==> src/rtl/key_event_detect.sv <==
// Key event classifier: turns a clean key level into short-press,
// double-click, long-press and auto-repeat pulses plus a held level.
module key_event_detect #(
    parameter int unsigned LONG_CYC   = 50_000_000,
    parameter int unsigned DBL_CYC    = 15_000_000,
    parameter int unsigned REPEAT_CYC = 10_000_000,
    parameter int unsigned CNT_W      = 26
) (
    input  logic sys_clk,
    input  logic sys_rst_n,
    input  logic key_in,
    output logic short_press,
    output logic double_click,
    output logic long_press,
    output logic repeat_pulse,
    output logic key_held
);

    localparam logic [2:0] ST_IDLE   = 3'd0;
    localparam logic [2:0] ST_PRESS1 = 3'd1;
    localparam logic [2:0] ST_WAIT2  = 3'd2;
    localparam logic [2:0] ST_PRESS2 = 3'd3;
    localparam logic [2:0] ST_LONG   = 3'd4;

    // Terminal counter values; each counting state exits or reloads here.
    localparam logic [CNT_W-1:0] LONG_LAST = CNT_W'(LONG_CYC - 1);
    localparam logic [CNT_W-1:0] DBL_LAST  = CNT_W'(DBL_CYC - 1);
    localparam logic [CNT_W-1:0] REP_LAST  = CNT_W'(REPEAT_CYC - 1);
    localparam logic [CNT_W-1:0] CNT_ONE   = CNT_W'(1);

    logic [2:0]       state_q, state_d;
    logic [CNT_W-1:0] cnt_q, cnt_d;
    logic [CNT_W-1:0] rcnt_q, rcnt_d;
    logic             key_d_q;
    logic             short_q, short_d;
    logic             dbl_q, dbl_d;
    logic             long_q, long_d;
    logic             rep_q, rep_d;
    logic             held_q, held_d;
    logic             rise_c, fall_c;

    // Input is already synchronous, so a single delay stage gives the edges.
    assign rise_c = key_in & ~key_d_q;
    assign fall_c = ~key_in & key_d_q;

    // Next-state, counter and pulse decode.
    always_comb begin
        state_d = state_q;
        cnt_d   = cnt_q;
        rcnt_d  = rcnt_q;
        short_d = 1'b0;
        dbl_d   = 1'b0;
        long_d  = 1'b0;
        rep_d   = 1'b0;
        case (state_q)
            ST_IDLE: begin
                if (rise_c) begin
                    state_d = ST_PRESS1;
                    cnt_d   = '0;
                end
            end
            ST_PRESS1: begin
                if (fall_c) begin
                    state_d = ST_WAIT2;
                    cnt_d   = '0;
                end else if (cnt_q == LONG_LAST) begin
                    state_d = ST_LONG;
                    long_d  = 1'b1;
                    cnt_d   = '0;
                    rcnt_d  = '0;
                end else begin
                    cnt_d = cnt_q + CNT_ONE;
                end
            end
            ST_WAIT2: begin
                // A rise on the timeout edge still counts as the second press.
                if (rise_c) begin
                    state_d = ST_PRESS2;
                    cnt_d   = '0;
                end else if (cnt_q == DBL_LAST) begin
                    state_d = ST_IDLE;
                    short_d = 1'b1;
                    cnt_d   = '0;
                end else begin
                    cnt_d = cnt_q + CNT_ONE;
                end
            end
            ST_PRESS2: begin
                if (fall_c) begin
                    state_d = ST_IDLE;
                    dbl_d   = 1'b1;
                end
            end
            ST_LONG: begin
                // Release suppresses a repeat due on the same edge.
                if (fall_c) begin
                    state_d = ST_IDLE;
                    rcnt_d  = '0;
                end else if (rcnt_q == REP_LAST) begin
                    rep_d  = 1'b1;
                    rcnt_d = '0;
                end else begin
                    rcnt_d = rcnt_q + CNT_ONE;
                end
            end
            default: begin
                state_d = ST_IDLE;
                cnt_d   = '0;
                rcnt_d  = '0;
            end
        endcase
        held_d = (state_d == ST_LONG);
    end

    // State, counters, edge delay and registered outputs.
    always_ff @(posedge sys_clk or negedge sys_rst_n) begin
        if (!sys_rst_n) begin
            state_q <= ST_IDLE;
            cnt_q   <= '0;
            rcnt_q  <= '0;
            key_d_q <= 1'b0;
            short_q <= 1'b0;
            dbl_q   <= 1'b0;
            long_q  <= 1'b0;
            rep_q   <= 1'b0;
            held_q  <= 1'b0;
        end else begin
            state_q <= state_d;
            cnt_q   <= cnt_d;
            rcnt_q  <= rcnt_d;
            key_d_q <= key_in;
            short_q <= short_d;
            dbl_q   <= dbl_d;
            long_q  <= long_d;
            rep_q   <= rep_d;
            held_q  <= held_d;
        end
    end

    assign short_press  = short_q;
    assign double_click = dbl_q;
    assign long_press   = long_q;
    assign repeat_pulse = rep_q;
    assign key_held     = held_q;

endmodule

==> config.mk <==
export PLATFORM = sky130hd
export DESIGN_NAME = key_event_detect
export DESIGN_NICKNAME = d
export VERILOG_FILES = /design/src/rtl/key_event_detect.sv
export SDC_FILE = /design/constraint.sdc
export NUM_CORES = 1
export LEC_CHECK = 0
export BUFFER_PORTS_ARGS = -buffer_cell sky130_fd_sc_hd__buf_4
export CORE_UTILIZATION = 57
export DETAILED_ROUTE_END_ITERATION = 8
export HOLD_SLACK_MARGIN = 0.05
export PLACE_DENSITY = 0.86
export SYNTH_ARGS = -nofsm -noshare
export SYNTH_HDL_FRONTEND = slang
export SYNTH_SLANG_ARGS = --single-unit
==> constraint.sdc <==
create_clock -name sys_clk -period 2 [get_ports sys_clk]
set_input_delay 0.4 -clock sys_clk [delete_from_list [all_inputs] [get_ports sys_clk]]
set_output_delay 0.4 -clock sys_clk [all_outputs]
set_load 0.05 [all_outputs]
==> summary.txt, run 1 <==
Timing
  – Final Worst Setup Slack: -202.2 ps
  – Clock Skew: 7.915 ps
  – RSZ-0062 raised after global routing: yes
  – Endpoints failing hold: 0
  – Setup total negative slack: -4429 ps
  – # setup viols final: 50
  – Min Tclk post-route: 2202 ps
  – Max-slew headroom: between 40% and 50%
  – Max Fclk: 0.4541 GHz
  – Worst-margin pin slew: 789.4 ps
  – Tcrit/Tclk final: 110.1%
  – Max Slew Vio Count: 0

Yosys
  – Mapped Avg Cell Area: 9.011 um^2
  – Largest cells by area after synthesis: dfrtp_1, nand2_1, o21ai_0
  – Cells after synthesis: 396
  – Synth area leader: dfrtp_1
  – Post-Synthesis Net Count: 401
  – Post-synth cell types: 61
  – Synth warn: 0
  – Number of synthesized register bits: 61
  – Post-synth ARST share: 100.0%
  – Netlist Area Pre-Place: about 3600 um^2
  – Post-synth top flop: dfrtp_1
  – Post-synth EDFFs: 0
  – Top cell type's share of synthesized area: 42.78%
  – Sequential cell area fraction in the yosys report: 42.78%

Run
  – Max-Cap Viols: 0

Final layout
  – Final nets: 482
  – # fillers: 325
  – P&R area growth vs syn: 33.52%
  – Diodes inserted: 0
  – Share of layout cells above drive strength 1: between 30% and 40%

Critical path
  – R2R Path Start: cnt_q[1]
  – Critical-path top delay cell: or4_1
  – CP peak stage delay: about 530 ps
  – WP buf/inv: 1
  – Crit path DAT: 2490 ps
  – Crit. Startpoint: cnt_q[1]
  – WS Path Type: flip-flop to flip-flop
  – Critical path required time: 2290 ps
  – Crit path capture type: flip-flop
  – Crit path launch type: flip-flop
  – Delay-heaviest family, CP: simple AND/OR/NAND/NOR gates
  – Critical path fanouts, max: 15
  – CP Cell Sequence: ha_4, nand3_4, nor4_4, a31oi_4, buf_12, or4_1, a21oi_2
  – Worst reg-to-reg setup slack: -200 ps

Floorplanning
  – I/O pin count: 8
  – Die H: roughly 81 um
  – Chip Width: 81.12 um
  – Die Footprint: between 6000 and 7000 um^2
  – Core Region: 5991 um^2
  – Initial Util: 59.57%
  – Cell row count: 28

Placed design
  – PortBufs: 7
  – DP HPWL: approximately 6.4 mm
  – GPL Wtd Cong: 0.9202

GRT
  – Gr usage total: 33.17%
  – Wire length of the first global-routing pass: 16.33 mm
  – Initial antenna violation count: 0
  – Largest net degree at the start of global routing: 62
  – Total congestion overflow: 0
  – Vias in the first global route: 3550

Clock network
  – TritonCTS Buffers: 9
  – Clock Latency Late Sink: 360 ps
  – Clk sinks: 61
  – Hold_buf cts: 0
  – Reg clk slew, reported paths: 70 ps
  – Clock root cell: clkbuf_8
  – Htree depth: 3
  – CTS tree: built
  – Clock Path Buffers: 2

Drt
  – DRT iter0 DRCs: 387
  – Post-DRT Antenna Nets: 0
  – Vias: between 3000 and 4000
  – DRT Pass-1 Iters: 6
  – DRC: 0
  – Wire length per cell: 21.42 um
  – Post-Route WL: 11.93 mm
  – Vias per cell: 6.930

Power
  – Power Dens Cells: between 700 and 800 nW/um^2
  – VDD IR max: 733.5 uV
  – Tot Pwr: 0.003447 W
  – Leakage: 1.979 nW

Run status
  – Failing checks: negative setup slack
  – Outcome: finished with violations

Min path
  – Min-delay worst type: input pin to async pin
[cells in the final DEF, fill, tap and decap left out, types with 4 or more instances in the layout]
cell and instances:
o21ai_0 19, o22ai_1 5, a21oi_1 14, nor2_2 4, or3_1 11, nand4_1 12
nor4_1 5, a21oi_2 14, o31ai_1 9, or4_4 6, nor2_1 19, xnor2_1 8
and3_1 5, inv_1 18, nor4_2 6, nor2b_1 5, clkinv_2 4, or4_1 6
buf_6 7, buf_4 78, clkbuf_8 10, nor3_1 11, nand2_1 42, dfrtp_1 61
o211ai_1 4, nand3_1 13, o21ai_1 5
[metrics by stage]
stage                     hold slack [ps]  area [um^2]  utilization, %  worst slack [ps]  cells
after floorplan                     104.4         3580               -            -84.13    396
after global placement              485.7         4194           70.01            -85.29    533
after detailed placement            496.1         4194           70.01            -174.8    533
after CTS                           148.7         4494           75.02            -98.53    552
after global routing                172.6         4765           79.53            -292.2    557
final                               108.9         4765           79.53            -202.2    557
[where the power goes]
| part | switching, W | total, W | internal (W) |
|---|---|---|---|
| sequential | 0.0000789 | 0.00136 | 0.00128 |
| combinational | 0.000622 | 0.000990 | 0.000368 |
| clock | 0.000498 | 0.00110 | 0.000601 |
[registers in the layout, summed over array words and instances (netlist names)]
| name | cells |
|---|---|
| state_q | 3 |
| repeat_pulse | 1 |
| short_press | 1 |
| cnt_q | 26 |
| key_d_q | 1 |
| rcnt_q | 26 |
| long_press | 1 |
| key_held | 1 |
| double_click | 1 |
[cells by family after synthesis]
logic type	share of synthesized area [%]
AO/OA/AOI/OAI	19.11
buffers and inverters	5.049
adder cells (fa/ha/maj)	0.7012
XOR/XNOR	1.964
AND/OR/NAND/NOR	30.40
flip-flops	42.78
[metal layers]
metal | track usage, % | vias up | wire length [um]
li1 | - | 1641 | -
met1 | 35.71 | 1849 | 4185
met2 | 57.56 | 269 | 6100
met3 | 8.876 | 101 | 940
met4 | 20.71 | 0 | 705
met5 | 0 | - | 0
[timing repair]
item | 4_1_cts | 5_1_grt
endpoints found under the setup margin | 50 | 51
pin swaps | 6 | 13
setup buffers | 2 | 3
resized for setup | 13 | 53
cloned | 1 | 2
[path summary, 6_finish.rpt]
path,end,cells past startpoint
max,rcnt_q[22],7
min,rcnt_q[15],1
max reg2reg,rcnt_q[22],7
min reg2reg,rcnt_q[6],1
max in group asynchronous,cnt_q[9],1
min in group sys_clk,key_d_q,2
[layout make-up]
type / instances / area, um^2 / area share, %
timing repair buffer: 89 / 762.0 / 15.99
clock inverter: 5 / 50.05 / 1.050
sequential: 61 / 1526 / 32.04
multi-input combinational: 298 / 2123 / 44.56
clock buffer: 11 / 141.4 / 2.967
tap: 75 / 93.84 / 1.970
inverter: 18 / 67.56 / 1.418
[synthesized netlist by cell type (11+ instances only)]
| cell type | count |
|---|---|
| a21oi_1 | 21 |
| nand4_1 | 12 |
| inv_1 | 18 |
| nor2_1 | 26 |
| nand3_1 | 16 |
| or3_1 | 11 |
| dfrtp_1 | 61 |
| o21ai_0 | 24 |
| nor3_1 | 13 |
| nand2_1 | 43 |
Power figures use the tool's default switching activity.
==> inputs of run 2 (changes only) <==
--- a/config.mk
+++ b/config.mk
@@ -10,6 +10,7 @@
 export DETAILED_ROUTE_END_ITERATION = 8
 export HOLD_SLACK_MARGIN = 0.05
 export PLACE_DENSITY = 0.86
+export RECOVER_POWER = 25
 export SYNTH_ARGS = -nofsm -noshare
 export SYNTH_HDL_FRONTEND = slang
 export SYNTH_SLANG_ARGS = --single-unit
==> run 2 against run 1 <==
  * The flow finishes with violations (max-capacitance violations, max-slew violations, negative setup slack)
  * Via count is essentially flat
  * Non-clock buffer count unchanged
  * First-iteration DRC count up 4.4%
  * Sequential power about the same
  * Final area fell by 0.13%
  * Fmax is 0.46% higher
  * Routed wire length barely moved
  * Critical path type unchanged
  * Critical endpoint unchanged
  * Largest cell class unchanged
==> summary.txt, run 2 (same netlist as run 1, synthesis figures left out) <==
Clock network
  – TritonCTS Buffers: 9 (unchanged)
  – Reg clk slew, reported paths: 70 ps (about the same)
  – Clock root cell: clkbuf_8
  – CTS tree: built
  – Htree depth: 3 (unchanged)
  – Clock Path Buffers: 2 (unchanged)
  – Clock Latency Late Sink: 360 ps (about the same)
  – Clk sinks: 61 (unchanged)

Timing
  – Clock Skew: 7.037 ps (-0.8784 ps)
  – Max Fclk: 0.4562 GHz (+0.46%)
  – Max-slew headroom: -3.783% (-51 points)
  – Final Worst Setup Slack: -192.2 ps (+10.00 ps)
  – RSZ-0062 raised after global routing: yes
  – Setup total negative slack: -3973 ps (+455.9 ps)
  – Min Tclk post-route: 2192 ps (-10.00 ps)
  – Worst-margin pin slew: 1557 ps (+767.3 ps)
  – Max Slew Vio Count: 62 (+62)
  – # setup viols final: 47 (-6.0%)
  – Hold WS: 410.7 ps (+301.9 ps)
  – Tcrit/Tclk final: 109.6% (-0.50 points)
  – Endpoints failing hold: 0 (unchanged)

Critical path
  – Delay-heaviest family, CP: simple AND/OR/NAND/NOR gates
  – Reg2reg end: rcnt_q[22]
  – WP buf/inv: 1 (unchanged)
  – Critical path fanouts, max: 15 (unchanged)
  – CP Cell Sequence: ha_4, nand3_4, nor4_4, a31oi_4, buf_12, or4_1, a21oi_2
  – CP peak stage delay: 530 ps (about the same)
  – Critical-path top delay cell: or4_1
  – Crit path capture type: flip-flop
  – Crit path launch type: flip-flop
  – Worst reg-to-reg setup slack: -190 ps (about the same)
  – Critical path required time: 2290 ps (about the same)
  – Crit path DAT: 2490 ps (about the same)
  – Reg2reg path depth: 7 (unchanged)
  – R2R Path Start: cnt_q[0]
  – WS Path Type: flip-flop to flip-flop

Drt
  – DRC: 0 (unchanged)
  – DRT Pass-1 Iters: 6 (unchanged)
  – Post-DRT Antenna Nets: 0 (unchanged)
  – Wire length per cell: 21.43 um (about the same)
  – Vias per cell: 6.934 (about the same)
  – Vias: 3862 (+0.052%)
  – DRT iter0 DRCs: 404 (+4.4%)
  – Post-Route WL: 11.94 mm (about the same)

Placed design
  – Pre-CTS setup slack: -174.8 ps (unchanged)
  – Placed Area: 4194 um^2 (unchanged)
  – DP HPWL: 6.396 mm (unchanged)
  – PortBufs: 7 (unchanged)
  – GPL Wtd Cong: 0.9202 (unchanged)

Final layout
  – Multi-input gate area: 2123 um^2 (unchanged)
  – P&R area growth vs syn: 33.34%
  – Design Area, Final: 4758 um^2 (-0.13%)
  – Final nets: 482 (unchanged)
  – Biggest regs: cnt_q x26, rcnt_q x26, state_q x3
  – Diodes inserted: 0 (unchanged)
  – # fillers: 328 (+0.92%)
  – Most common cell after layout, fill and taps aside: buf_4
  – Register area: 1526 um^2 (unchanged)
  – Most frequent cells in the layout: buf_4, dfrtp_1, nand2_1
  – Share of layout cells above drive strength 1: 35.68% (-0.21 points)

Floorplanning
  – Core Region: 5991 um^2 (unchanged)
  – Die H: 81.12 um (unchanged)
  – Cell row count: 28 (unchanged)
  – Chip Width: 81.12 um (unchanged)
  – Die Footprint: 6580 um^2 (unchanged)
  – I/O pin count: 8 (unchanged)
  – Initial Util: 59.57% (unchanged)

Min path
  – Min-delay worst type: input pin to async pin

Power
  – Power Dens Cells: 725.8 nW/um^2 (+0.31%)
  – VDD IR max: 735.6 uV (+0.28%)
  – Leakage: 1.975 nW (-0.22%)

GRT
  – Wire length of the first global-routing pass: 16.33 mm (unchanged)
  – Gr usage total: 33.17% (unchanged)
  – Largest net degree at the start of global routing: 62 (unchanged)
  – Initial antenna violation count: 0 (unchanged)
  – Total congestion overflow: 0 (unchanged)
  – Vias in the first global route: 3550 (unchanged)

Run status
  – Outcome: finished with violations
  – Failing checks: max-capacitance violations, max-slew violations, negative setup slack

Run
  – Max-Cap Viols: 1 (+1)
run 2: cell type report:
| type | instances | area share (%) |
|---|---|---|
| Clock buffer | 11 | 2.971 |
| Clock inverter | 5 | 1.052 |
| Inverter | 18 | 1.420 |
| Multi-Input combinational cell | 298 | 44.62 |
| Sequential cell | 61 | 32.08 |
| Tap cell | 75 | 1.972 |
| Timing Repair Buffer | 89 | 15.88 |
run 2: repair_timing:
action | 4_1_cts | 5_1_grt
hold buffers | 0 | 0
setup endpoints to repair | 50 | 51
setup buffers | 2 | 3
hold endpoints to repair | 0 | 0
pin swaps | 6 | 13
gates resized for setup | 13 | 53
gates cloned | 1 | 2
run 2: worst max-delay path by stage:
stage | startpoint | end | slack [ps] | cells after the start
2_1_floorplan | rcnt_q[18] | rcnt_q[20] | -80 | 7
3_3_place_gp | cnt_q[19] | cnt_q[10] | -90 | 6
3_5_place_dp | cnt_q[19] | cnt_q[10] | -170 | 6
4_1_cts | rcnt_q[18] | rcnt_q[13] | -100 | 6
5_1_grt | state_q[2] | cnt_q[6] | -290 | 7
6_report | cnt_q[0] | rcnt_q[22] | -190 | 7
run 2: report_power, final:
| group | leakage [nW] | total, W | switching (W) | internal [W] |
|---|---|---|---|---|
| clock network | 0.103 | 0.00111 | 0.000507 | 0.000601 |
| logic | 1.05 | 0.000988 | 0.000622 | 0.000366 |
| registers | 0.826 | 0.00136 | 0.0000782 | 0.00128 |
| total | 1.98 | 0.00345 | 0.00121 | 0.00225 |
run 2: through the flow:
stage / total power [W] / util, % / instances
detailed placement: 0.002018 / 70.01 / 533
CTS: 0.003119 / 75.02 / 552
floorplan: 0.001733 / - / 396
finish: 0.003453 / 79.43 / 557
global route: 0.003544 / 79.43 / 557
global placement: 0.001996 / 70.01 / 533
run 2: per-layer routing:
metal  routed length [um]  part of all wire, %  up-vias  track usage, %
met3                  972                  8.1       98           8.876
met2                 6104                   51      267           57.56
met1                 4174                   35     1856           35.71
met4                  687                  5.8        0           20.71
met5                    0                    0        -               0
li1                     -                    -     1641               -
